==> src/rtl/ctrl_pkg.sv <==
// Shared encodings for the countdown sequencing controller.
package ctrl_pkg;

  typedef enum logic [1:0] {
    ST_IDLE  = 2'd0,
    ST_RUN   = 2'd1,
    ST_PAUSE = 2'd2,
    ST_DONE  = 2'd3
  } state_t;

  localparam logic [1:0] AN_ONES  = 2'b10;
  localparam logic [1:0] AN_TENS  = 2'b01;
  localparam logic [1:0] AN_BLANK = 2'b11;

  localparam logic [3:0] BCD_MAX = 4'd9;

  // Presets come straight from switches, so any non-BCD code saturates to 9.
  function automatic logic [3:0] clamp_bcd(input logic [3:0] d);
    return (d > BCD_MAX) ? BCD_MAX : d;
  endfunction

endpackage

==> src/rtl/btn_pulse.sv <==
// Button synchroniser followed by a rising-edge one-shot.
// Holding the button yields a single pulse; SYNC_STAGES is 2 or 3.
module btn_pulse #(
  parameter int SYNC_STAGES = 2
) (
  input  logic clk,
  input  logic reset,
  input  logic i_btn,
  output logic o_pulse
);

  logic [SYNC_STAGES-1:0] r_sync;
  logic                   r_prev;

  // Shift the raw level through the synchroniser and remember the last synced level.
  always_ff @(posedge clk or negedge reset) begin
    if (!reset) begin
      r_sync <= '0;
      r_prev <= 1'b0;
    end else begin
      r_sync <= {r_sync[SYNC_STAGES-2:0], i_btn};
      r_prev <= r_sync[SYNC_STAGES-1];
    end
  end

  assign o_pulse = r_sync[SYNC_STAGES-1] & ~r_prev;

endmodule

==> src/rtl/countdown_ctrl.sv <==
// Two-digit BCD countdown sequencer with start/pause/load/done control and
// a two-digit multiplexed seven-segment scan (active-low anodes).
module countdown_ctrl
  import ctrl_pkg::*;
#(
  parameter int DONE_TICKS  = 5,
  parameter int SYNC_STAGES = 2
) (
  input  logic       clk,
  input  logic       reset,
  input  logic       tick,
  input  logic       scan_tick,
  input  logic       btn_start,
  input  logic       btn_pause,
  input  logic       btn_load,
  input  logic [3:0] preset_tens,
  input  logic [3:0] preset_ones,
  output logic [3:0] digit,
  output logic [1:0] an,
  output logic [3:0] cnt_tens,
  output logic [3:0] cnt_ones,
  output logic [1:0] state,
  output logic       done
);

  localparam int              DCW       = (DONE_TICKS > 1) ? $clog2(DONE_TICKS) : 1;
  localparam logic [DCW-1:0] DONE_LAST = DCW'(DONE_TICKS - 1);

  state_t         r_state;
  logic [3:0]     r_tens;
  logic [3:0]     r_ones;
  logic           r_done;
  logic           r_blink;
  logic [DCW-1:0] r_done_cnt;
  logic           r_sel;
  logic [3:0]     r_digit;
  logic [1:0]     r_an;

  logic           w_start;
  logic           w_pause;
  logic           w_load;
  logic [3:0]     w_pre_tens;
  logic [3:0]     w_pre_ones;
  logic           w_cnt_zero;
  logic           w_last_count;

  btn_pulse #(.SYNC_STAGES(SYNC_STAGES)) u_btn_start (
    .clk    (clk),
    .reset  (reset),
    .i_btn  (btn_start),
    .o_pulse(w_start)
  );

  btn_pulse #(.SYNC_STAGES(SYNC_STAGES)) u_btn_pause (
    .clk    (clk),
    .reset  (reset),
    .i_btn  (btn_pause),
    .o_pulse(w_pause)
  );

  btn_pulse #(.SYNC_STAGES(SYNC_STAGES)) u_btn_load (
    .clk    (clk),
    .reset  (reset),
    .i_btn  (btn_load),
    .o_pulse(w_load)
  );

  assign w_pre_tens   = clamp_bcd(preset_tens);
  assign w_pre_ones   = clamp_bcd(preset_ones);
  assign w_cnt_zero   = (r_tens == 4'd0) && (r_ones == 4'd0);
  // Treating 00 like 01 in RUN keeps the counter from ever wrapping below zero.
  assign w_last_count = (r_tens == 4'd0) && (r_ones <= 4'd1);

  // Control FSM: count, state, done flag and DONE-phase blink timer.
  // Buttons that a state ignores do not mask lower-priority ones.
  always_ff @(posedge clk or negedge reset) begin
    if (!reset) begin
      r_state    <= ST_IDLE;
      r_tens     <= 4'd0;
      r_ones     <= 4'd0;
      r_done     <= 1'b0;
      r_blink    <= 1'b0;
      r_done_cnt <= '0;
    end else begin
      case (r_state)
        ST_IDLE: begin
          if (w_load) begin
            r_tens <= w_pre_tens;
            r_ones <= w_pre_ones;
          end else if (w_start && !w_cnt_zero) begin
            r_state <= ST_RUN;
          end
        end
        ST_RUN: begin
          if (w_pause) begin
            r_state <= ST_PAUSE;
          end else if (tick) begin
            if (w_last_count) begin
              r_ones     <= 4'd0;
              r_state    <= ST_DONE;
              r_done     <= 1'b1;
              r_blink    <= 1'b0;
              r_done_cnt <= '0;
            end else if (r_ones == 4'd0) begin
              r_ones <= BCD_MAX;
              r_tens <= r_tens - 4'd1;
            end else begin
              r_ones <= r_ones - 4'd1;
            end
          end
        end
        ST_PAUSE: begin
          if (w_load) begin
            r_state <= ST_IDLE;
            r_tens  <= w_pre_tens;
            r_ones  <= w_pre_ones;
          end else if (w_pause || w_start) begin
            r_state <= ST_RUN;
          end
        end
        ST_DONE: begin
          if (w_load || w_start || (tick && (r_done_cnt == DONE_LAST))) begin
            r_state <= ST_IDLE;
            r_tens  <= w_pre_tens;
            r_ones  <= w_pre_ones;
            r_done  <= 1'b0;
            r_blink <= 1'b0;
          end else if (tick) begin
            r_blink    <= ~r_blink;
            r_done_cnt <= r_done_cnt + DCW'(1);
          end
        end
        default: r_state <= ST_IDLE;
      endcase
    end
  end

  // Digit scan: on each scan_tick flip the selected digit and register its
  // value and anode pattern; anodes blank during the blink-off phase of DONE.
  always_ff @(posedge clk or negedge reset) begin
    if (!reset) begin
      r_sel   <= 1'b0;
      r_digit <= 4'd0;
      r_an    <= AN_ONES;
    end else if (scan_tick) begin
      r_sel   <= ~r_sel;
      r_digit <= r_sel ? r_ones : r_tens;
      if ((r_state == ST_DONE) && r_blink)
        r_an <= AN_BLANK;
      else
        r_an <= r_sel ? AN_ONES : AN_TENS;
    end
  end

  assign digit    = r_digit;
  assign an       = r_an;
  assign cnt_tens = r_tens;
  assign cnt_ones = r_ones;
  assign state    = r_state;
  assign done     = r_done;

endmodule

==> config.mk <==
export PLATFORM = sky130hd
export DESIGN_NAME = countdown_ctrl
export DESIGN_NICKNAME = d
export VERILOG_FILES = /design/src/rtl/ctrl_pkg.sv /design/src/rtl/btn_pulse.sv /design/src/rtl/countdown_ctrl.sv
export SDC_FILE = /design/constraint.sdc
export NUM_CORES = 1
export LEC_CHECK = 0
export CAP_MARGIN = 20
export CORE_ASPECT_RATIO = 1.4
export CORE_MARGIN = 5
export CORE_UTILIZATION = 50
export DETAILED_ROUTE_END_ITERATION = 7
export GPL_TIMING_DRIVEN = 0
export HOLD_SLACK_MARGIN = 0.1
export PLACE_DENSITY_LB_ADDON = 0.08
export SYNTH_ARGS = -nofsm -noshare
export SYNTH_HDL_FRONTEND = slang
export SYNTH_SLANG_ARGS = --single-unit
export TNS_END_PERCENT = 5
==> constraint.sdc <==
create_clock -name clk -period 2.44 [get_ports clk]
set_clock_uncertainty 0.1 [all_clocks]
set_input_delay 0.732 -clock clk [delete_from_list [all_inputs] [get_ports clk]]
set_output_delay 0.732 -clock clk [all_outputs]
set_load 0.05 [all_outputs]
# Word level (Yosys, flattened, before mapping)
# Cells that the tools add are included.
totals:
  regBits: 31
  input_bits: 15
classes:
  addsub: 3
  magnitude_cmp: 3
  eq_ne: 19
  mux: 45
  bitwise: 8
  n_reduce_logical: 20
op_table:
  columns: ["cell", "count"]
  rows:
  - ["$mux 4", 15]
  - ["$pmux 4 s3", 2]
  - ["$mux 2", 10]
  - ["$ne 2x2->1 const B", 10]
  - ["$reduce_and 6->1", 3]
  - ["$mux 3", 5]
  - ["$ne 3x3->1 const B", 4]
  - ["$reduce_and 5->1", 2]
  - ["$mux 1", 9]
  - ["$gt 4x4->1 const B", 2]
  - ["$logic_not 4->1", 2]
  - ["$pmux 2 s4", 1]
  - ["$sub 4x1->4 const B", 2]
  - ["$pmux 3 s2", 1]
  - ["$logic_and 1x1->1", 5]
  - ["$not 1->1", 5]
  - ["$eq 2x2->1 const B", 2]
  - ["$le 4x1->1 const B", 1]
  - ["$pmux 1 s2", 2]
  - ["$reduce_and 4->1", 1]
  - ["$add 3x1->3 const B", 1]
  - ["$and 1x1->1", 3]
  - ["$eq 3x3->1 const B", 1]
  - ["$logic_or 1x1->1", 3]
  - ["6 further kinds", 6]

# Longest topological paths before layout
# Gate-level depths: netlist of run 1.
depth:
  ltp_word: 7
  depth_mapped: 8

# By module
# Synthesis of run 1 repeated with hierarchy kept, for this count alone.
unflattened:
  cells_unflattened: 158
  hier_area_um2: 1602.8
by_module_without_submodules:
  columns: ["module", "n_inst", "cells_each", "area_per_inst_um2", "seq_area_each_um2"]
  rows:
  - ["countdown_ctrl", 1, 146, 1336.3, 551.8]
  - ["btn_pulse", 3, 4, 88.8, 75.1]

# Worst setup path after synthesis of run 1
# Ideal clock, no wire load.
synth_path:
  path_type: "reg2reg"
  from: "register r_tens[0] (netlist: cnt_tens[0])"
  to: "register r_blink"
  setup_time_ns: 0.125
  arrival_time_ns: 2.116
  t_required_ns: 2.215
  path_slack_ns: 0.099
  stages_incl_launch_ff: 8
  path_buffers: 0
  synth_period_minus_slack_ns: 2.341
  path_cell_list: "dfrtp_1 inv_1 ha_1 or4b_4 nor3_4 a41oi_2 a41o_1 mux2_4"
synth_via:
  elab_chain_len: 4
synth_rtl:
  columns: ["item", "line", "text"]
  rows:
  - ["start: declaration", "countdown_ctrl.sv:30", "logic [3:0] r_tens;"]
  - ["start signal: assignment", "countdown_ctrl.sv:88", "r_tens <= w_pre_tens;"]
  - ["start signal: assignment", "countdown_ctrl.sv:106", "r_tens <= r_tens - 4'd1;"]
  - ["start signal: assignment", "countdown_ctrl.sv:115", "r_tens <= w_pre_tens;"]
  - ["$logic_not 4->1", "countdown_ctrl.sv:72", "assign w_last_count = (r_tens == 4'd0) && (r_ones <= 4'd1);"]
  - ["$logic_and 1x1->1", "countdown_ctrl.sv:72", null]
  - ["$ne 2x2->1 (no source line)", null, null]
  - ["$reduce_and 5->1 (no source line)", null, null]
  - ["end signal: assignment", "countdown_ctrl.sv:129", "r_blink <= ~r_blink;"]
  - ["end: declaration", "countdown_ctrl.sv:33", "logic r_blink;"]
# No other way between the ends.
# A chain may end at the register's enable or synchronous reset.

# Worst setup path in the final report of run 1
layout_path:
  from: "register r_tens[3] (netlist: cnt_tens[3])"
  to: "output cnt_tens[3]"
layout_lines:
  columns: ["item", "line", "text"]
  rows:
  - ["end: declaration", "countdown_ctrl.sv:20", "output logic [3:0] cnt_tens,"]
# No word-level cell between the ends.

==> metrics.txt, run 1 <==
nature of the critical path endpoint primary output; Final min period 2380 ps; Cell variety after synth 42; H-Tree Depth 2; Worst EP required 1610 ps; asr flop ratio synth 1.00; max-cap viol count 0; Final GP Congestion 0.857; port buffer count 30; worst r2r dst r_blink$_DFFE_PN0P_; Yosys Warn Count 0; initial antenna violation count 0; TritonCTS Buffers 5; Crit Path Category flop to primary output; Final setup viols 0; first-pass GRT wire length 6370 microns; grt ovf 0; combinational fraction of design power 0.532; Leak Pwr 0.000923 uW; Int Pwr 1590 uW; layout cells sized above 1 0.0955; worst path cell trace clkdlybuf4s50_1; dpl cells 230; crit-path max cell delay 830 ps; setup total negative slack 0 ps; routed vias 1375; Critical Path Fanout Max 5; adder-cell share of the synthesized area 0.0318; core area 3060 sq um; Post-Syn Area per Cell 9.84 sq um; clock-pin slew on the worst setup and hold paths 60 ps; die area 4390 sq um; Worst R2R Setup Slack 150 ps; flops & latches, synth 31; critical path data arrival time 1550 ps; Die Width 57.4 microns; mapped cell area 1570 sq um; Worst Reg2Reg Path Length in Cells 7; final cell count without fillers 238; Worst VDD drop 0.766 mV; Tcrit/Tclk final 0.975; Via density 5.78; sequential share of power 0.293; CTS tree yes; gr usage total 0.184; Nets 217; Power Density 1430 nW/um^2; number of remaining DRC errors 0; WHS Endpoint u_btn_pause.r_sync[1]$_DFF_PN0_; Die Y 76.4 microns; Setup crit start kind flop; Reg-to-Reg Start cnt_tens[0]$_DFFE_PN0P_; Synth Area in Compound Gates 0.207; Diodes inserted 0; syn_nets 179; hold path depth 0; FMAX 420 MHz; Clock Tree Buf Depth 2; cells after synthesis 160; largest net degree at the start of global routing 22; RSZ-0062 raised after global routing no; worst-margin pin slew 613 ps; mux cell area share after synthesis 0.0548; most frequent cells in the layout dfrtp_1, clkdlybuf4s50_1, nor2_1; synthesis-to-finish area growth 31.6%; sw frac 0.466; largest family of logic cells by synthesized area compound AO/OA/AOI/OAI gates; Post-Synth XOR/XNOR Area 0.00556; 1st-pass router iterations 5; most common cell after layout, fill and taps aside dfrtp_1; hold_sp u_btn_pause.r_sync[0]$_DFF_PN0_; relative slew slack 0.590; Slowest cell on crit path clkdlybuf4s50_1; Initial Utilization 0.514; number of synthesized flops with an enable pin 0; Iter 0 DRT Violations 45; I/O pin total 32; Seq/Total Area, Yosys 0.494; WL/cell 15.2 microns; Worst Hold Class flop to flop; CP bufs+invs 1; dpl hpwl 2670 microns; simple-gate share of the synthesized area 0.162; Clock Power Share 0.175; outcome finished clean; final wirelength 3610 microns; worst skew pair latency 280 ps; ys flop type dfrtp_1; vias in the first global route 1445; row cnt 24; clock sink count 31; antenna-violating nets left 0; Fin Hold WS 254 ps; Top Family by Delay on Critical Path buffers and inverters; final hold vios 0; CTS root buf clkbuf_8; reported net switching power 1380 uW; final slew viol count 0
==> layer usage <==
metal / part of all wire / track usage / routed length, microns / up-vias
met5: 0 / 0 / 0 / -
li1: - / - / - / 648
met2: 0.54 / 0.312 / 1950 / 53
met4: 0.028 / 0.107 / 100 / 0
met3: 0.060 / 0.0390 / 215 / 14
met1: 0.37 / 0.207 / 1340 / 660
==> how the worst max path moves through the flow <==
stage,depth (start not counted),endpoint,start
6_report,1,cnt_tens[3],cnt_tens[3]$_DFFE_PN0P_
5_1_grt,1,cnt_tens[3],cnt_tens[3]$_DFFE_PN0P_
4_1_cts,1,cnt_ones[0],cnt_ones[0]$_DFFE_PN0P_
3_5_place_dp,7,r_blink$_DFFE_PN0P_,cnt_tens[0]$_DFFE_PN0P_
3_3_place_gp,1,state[0]$_DFFE_PN0P_,reset
2_1_floorplan,7,r_blink$_DFFE_PN0P_,cnt_tens[0]$_DFFE_PN0P_
==> through the flow <==
stage / instance area (sq um) / total power (uW) / setup slack, ps / util
finish: 2070 / 2970 / 60.1 / 0.676
floorplan: 1570 / 1980 / 98.5 / -
detailed placement: 1950 / 2470 / 156 / 0.637
global route: 2070 / 3160 / 0.771 / 0.676
global placement: 1920 / 2430 / 20.8 / 0.628
CTS: 2060 / 2990 / 3.77 / 0.674
==> cell usage after synthesis (all sizes together), types with 2 or more instances <==
master   instances  area share
o31ai            2      0.0095
clkbuf           5       0.012
buf              3      0.0087
a41oi            2       0.016
mux2i            6       0.038
a31oi            5       0.020
inv             10       0.024
o21a             3       0.014
o21ai           13       0.041
dfrtp           30        0.48
nand2b           3       0.012
nor3             8       0.033
a21oi            9       0.029
nand3            3      0.0095
ha               4       0.032
nor2            19       0.045
a2bb2oi          2       0.011
nand2            8       0.019
mux2             2       0.017
a21o             3       0.014
nor3b            3       0.014
==> power groups by stage <==
stage	Combinational [uW]	Clock (uW)	Sequential, uW
floorplan	676	0	1300
global placement	1550	0	871
detailed placement	1590	0	882
CTS	1590	527	871
global route	1700	556	904
finish	1580	518	871
==> layout make-up <==
type,count,area [sq um]
well taps,39,48.8
clock inverters,2,35.0
fillers,255,992
clock buffers,6,82.6
repair buffers,31,330
plain buffers,8,32.5
inverters,10,37.5
flip-flops and latches,31,777
multi-input cells,111,727
==> what timing repair did <==
item,4_1_cts,5_1_grt
resized for setup,4,3
endpoints found under the setup margin,4,3
hold buffers,0,0
setup buffers,0,0
==> registers in the layout (all words and copies together) (netlist names) <==
name / cells
digit: 4
u_btn_start.r_sync: 2
u_btn_pause.r_sync: 2
cnt_ones: 4
u_btn_pause.r_prev: 1
an: 2
u_btn_start.r_prev: 1
r_blink: 1
r_sel: 1
u_btn_load.r_prev: 1
state: 2
r_done_cnt: 3
cnt_tens: 4
done: 1
u_btn_load.r_sync: 2
==> kinds of logic after synthesis <==
group	Yosys count
AOI/OAI and AO/OA	48
xor gates and xnor gates	1
adders and majority gates	4
buffers and inverters	18
DFF	31
muxes	8
and+or+nand+nor	50
Note: power is estimated with default switching activity, not from simulation.
==> run 2: changes to the inputs <==
--- a/config.mk
+++ b/config.mk
@@ -8,7 +8,8 @@
 export CAP_MARGIN = 20
 export CORE_ASPECT_RATIO = 1.4
 export CORE_MARGIN = 5
-export CORE_UTILIZATION = 50
+export CORE_UTILIZATION = 53
+export CTS_BUF_LIST = sky130_fd_sc_hd__clkbuf_8
 export DETAILED_ROUTE_END_ITERATION = 7
 export GPL_TIMING_DRIVEN = 0
 export HOLD_SLACK_MARGIN = 0.1
==> metrics.txt, run 2 (synthesis gave the netlist of run 1 again) <==
Die Width 56.1 microns (was 57.4 microns); largest net degree at the start of global routing 20 (was 22); Slowest cell on crit path clkdlybuf4s50_1 (unchanged); CTS tree yes (unchanged); setup total negative slack 0 ps (unchanged); max-cap viol count 0 (unchanged); met3 Track Usage GR 0.0590 (was 0.0390); Setup crit start kind flop (unchanged); layout cells sized above 1 0.0955 (unchanged); relative slew slack 0.568 (was 0.590); crit-path max cell delay 830 ps (about the same); Worst Hold Class flop to flop (unchanged); GR Util met1 0.203 (was 0.207); Final min period 2380 ps (about the same); clock-pin slew on the worst setup and hold paths 70 ps (was 60 ps); critical path data arrival time 1550 ps (about the same); Nets 217 (unchanged); cell depth of the worst setup path 1 (unchanged); Critical Path Fanout Max 5 (unchanged); Final GP Congestion 0.855 (was 0.857); antenna-violating nets left 0 (unchanged); dpl hpwl 2780 microns (was 2670 microns); Worst R2R Setup Slack 130 ps (was 150 ps); Reg-to-Reg Start cnt_tens[0]$_DFFE_PN0P_ (unchanged); total power 2840 uW (was 2970 uW); final slew viol count 0 (unchanged); final hold vios 0 (unchanged); Initial Utilization 0.552 (was 0.514); end point of the critical path cnt_tens[3] (unchanged); 1st-pass router iterations 4 (was 5); Tcrit/Tclk final 0.977 (was 0.975); most common cell after layout, fill and taps aside dfrtp_1 (unchanged); outcome finished clean (unchanged); Worst VDD drop 0.812 mV (was 0.766 mV); Worst Reg2Reg Path Length in Cells 7 (unchanged); Fillers 223 (was 255); gr usage total 0.196 (was 0.184); Worst Setup SP cnt_tens[3]$_DFFE_PN0P_ (unchanged); final wirelength 3720 microns (was 3610 microns); RSZ-0062 raised after global routing no (unchanged); core area 2850 sq um (was 3060 sq um); clock sink count 31 (unchanged); Fin Hold WS 254 ps (about the same); initial antenna violation count 0 (unchanged); number of remaining DRC errors 0 (unchanged); Post-CTS Hold Buffers 0 (unchanged); H-Tree Depth 2 (unchanged); Power Density 1400 nW/um^2 (was 1430 nW/um^2); Die Y 74.5 microns (was 76.4 microns); Leak Pwr 0.000886 uW (was 0.000923 uW); nature of the critical path endpoint primary output (unchanged); Final setup viols 0 (unchanged); worst path cell trace clkdlybuf4s50_1 (unchanged); Iter 0 DRT Violations 61 (was 45); worst-margin pin slew 646 ps (was 613 ps); Clock Tree Buf Depth 2 (unchanged); first-pass GRT wire length 6330 microns (was 6370 microns); worst r2r dst r_blink$_DFFE_PN0P_ (unchanged); CTS root buf clkbuf_8 (unchanged); routed vias 1357 (was 1375); vias in the first global route 1439 (was 1445); port buffer count 30 (unchanged); FMAX 419 MHz (was 420 MHz); die area 4170 sq um (was 4390 sq um); grt ovf 0 (unchanged); grt met2 use 0.351 (was 0.312); Top Family by Delay on Critical Path buffers and inverters (unchanged); most frequent cells in the layout dfrtp_1, clkdlybuf4s50_1, nor2_1 (unchanged); worst skew pair latency 290 ps (was 280 ps); most crowded layer after global routing met2 (unchanged); WL/cell 15.8 microns (was 15.2 microns); CP bufs+invs 1 (unchanged); TritonCTS Buffers 5 (unchanged); Worst EP required 1610 ps (about the same); Via density 5.75 (was 5.78); Crit Path Category flop to primary output (unchanged); synthesis-to-finish area growth 29.1% (was 31.6%); Diodes inserted 0 (unchanged); row cnt 23 (was 24); I/O pin total 32 (unchanged)
==> run 2: cell count changes in the layout (fill, tap and decap cells not counted), sizes merged <==
cell and change:
bufinv -1, clkinvlp +2, dlymetal6s2s -2, dlygate4sd2 +2
clkbuf -1
==> run 2: metal layers <==
layer	vias to the layer above	part of all wire
li1	645	-
met1	669	0.39
met2	35	0.54
met3	8	0.043
met4	0	0.022
met5	-	0
==> run 2: power by group <==
group / switching (uW) / leakage, uW / internal (uW)
registers: 184 / 0.000366 / 690
logic: 1020 / 0.000479 / 552
clock network: 197 / 0.0000402 / 198
==> run 2: through the flow <==
| step | util | area, sq um | worst slack (ps) | std cells |
|---|---|---|---|---|
| 2_1_floorplan | - | 1570 | 98.5 | 160 |
| 3_3_place_gp | 0.674 | 1920 | 58.2 | 227 |
| 3_5_place_dp | 0.684 | 1950 | 147 | 228 |
| 4_1_cts | 0.712 | 2030 | 18.1 | 236 |
| 5_1_grt | 0.713 | 2030 | 3.03 | 236 |
| 6_report | 0.713 | 2030 | 55.9 | 236 |
==> run 2: repair_timing <==
| action | in CTS | in global routing |
|---|---|---|
| endpoints found under the setup margin | 6 | 1 |
| buffers inserted | 0 | 0 |
| resized for setup | 6 | 1 |
| gates cloned | 0 | 0 |
==> run 2: final cells by class <==
type                       instances  area, sq um  area share
inverter                          10         37.5      0.0185
buffer                             8         32.5      0.0160
clock inverter                     3         20.0     0.00985
clock buffer                       5         68.8      0.0339
sequential                        31          777       0.382
multi-input combinational        111          727       0.358
tap                               37         46.3      0.0228
timing repair buffer              31          323       0.159
==> run 2: worst min-delay path by stage <==
stage	startpoint	to	slack, ps	depth (start not counted)
3_5_place_dp	u_btn_pause.r_sync[0]$_DFF_PN0_	u_btn_pause.r_sync[1]$_DFF_PN0_	240	0
6_report	u_btn_load.r_sync[0]$_DFF_PN0_	u_btn_load.r_sync[1]$_DFF_PN0_	250	0
5_1_grt	u_btn_load.r_sync[0]$_DFF_PN0_	u_btn_load.r_sync[1]$_DFF_PN0_	280	0
3_3_place_gp	u_btn_pause.r_sync[0]$_DFF_PN0_	u_btn_pause.r_sync[1]$_DFF_PN0_	230	0
4_1_cts	u_btn_pause.r_sync[0]$_DFF_PN0_	u_btn_pause.r_sync[1]$_DFF_PN0_	260	0
2_1_floorplan	u_btn_load.r_sync[0]$_DFF_PN0_	u_btn_load.r_sync[1]$_DFF_PN0_	230	0
==> run 3: changes to the inputs <==
--- a/config.mk
+++ b/config.mk
@@ -10,6 +10,7 @@
 export CORE_MARGIN = 5
 export CORE_UTILIZATION = 53
 export CTS_BUF_LIST = sky130_fd_sc_hd__clkbuf_8
+export CTS_CLUSTER_SIZE = 40
 export DETAILED_ROUTE_END_ITERATION = 7
 export GPL_TIMING_DRIVEN = 0
 export HOLD_SLACK_MARGIN = 0.1
==> results of run 3 <==
Same layout as run 2: the final DEF is identical, and so are final timing and power.
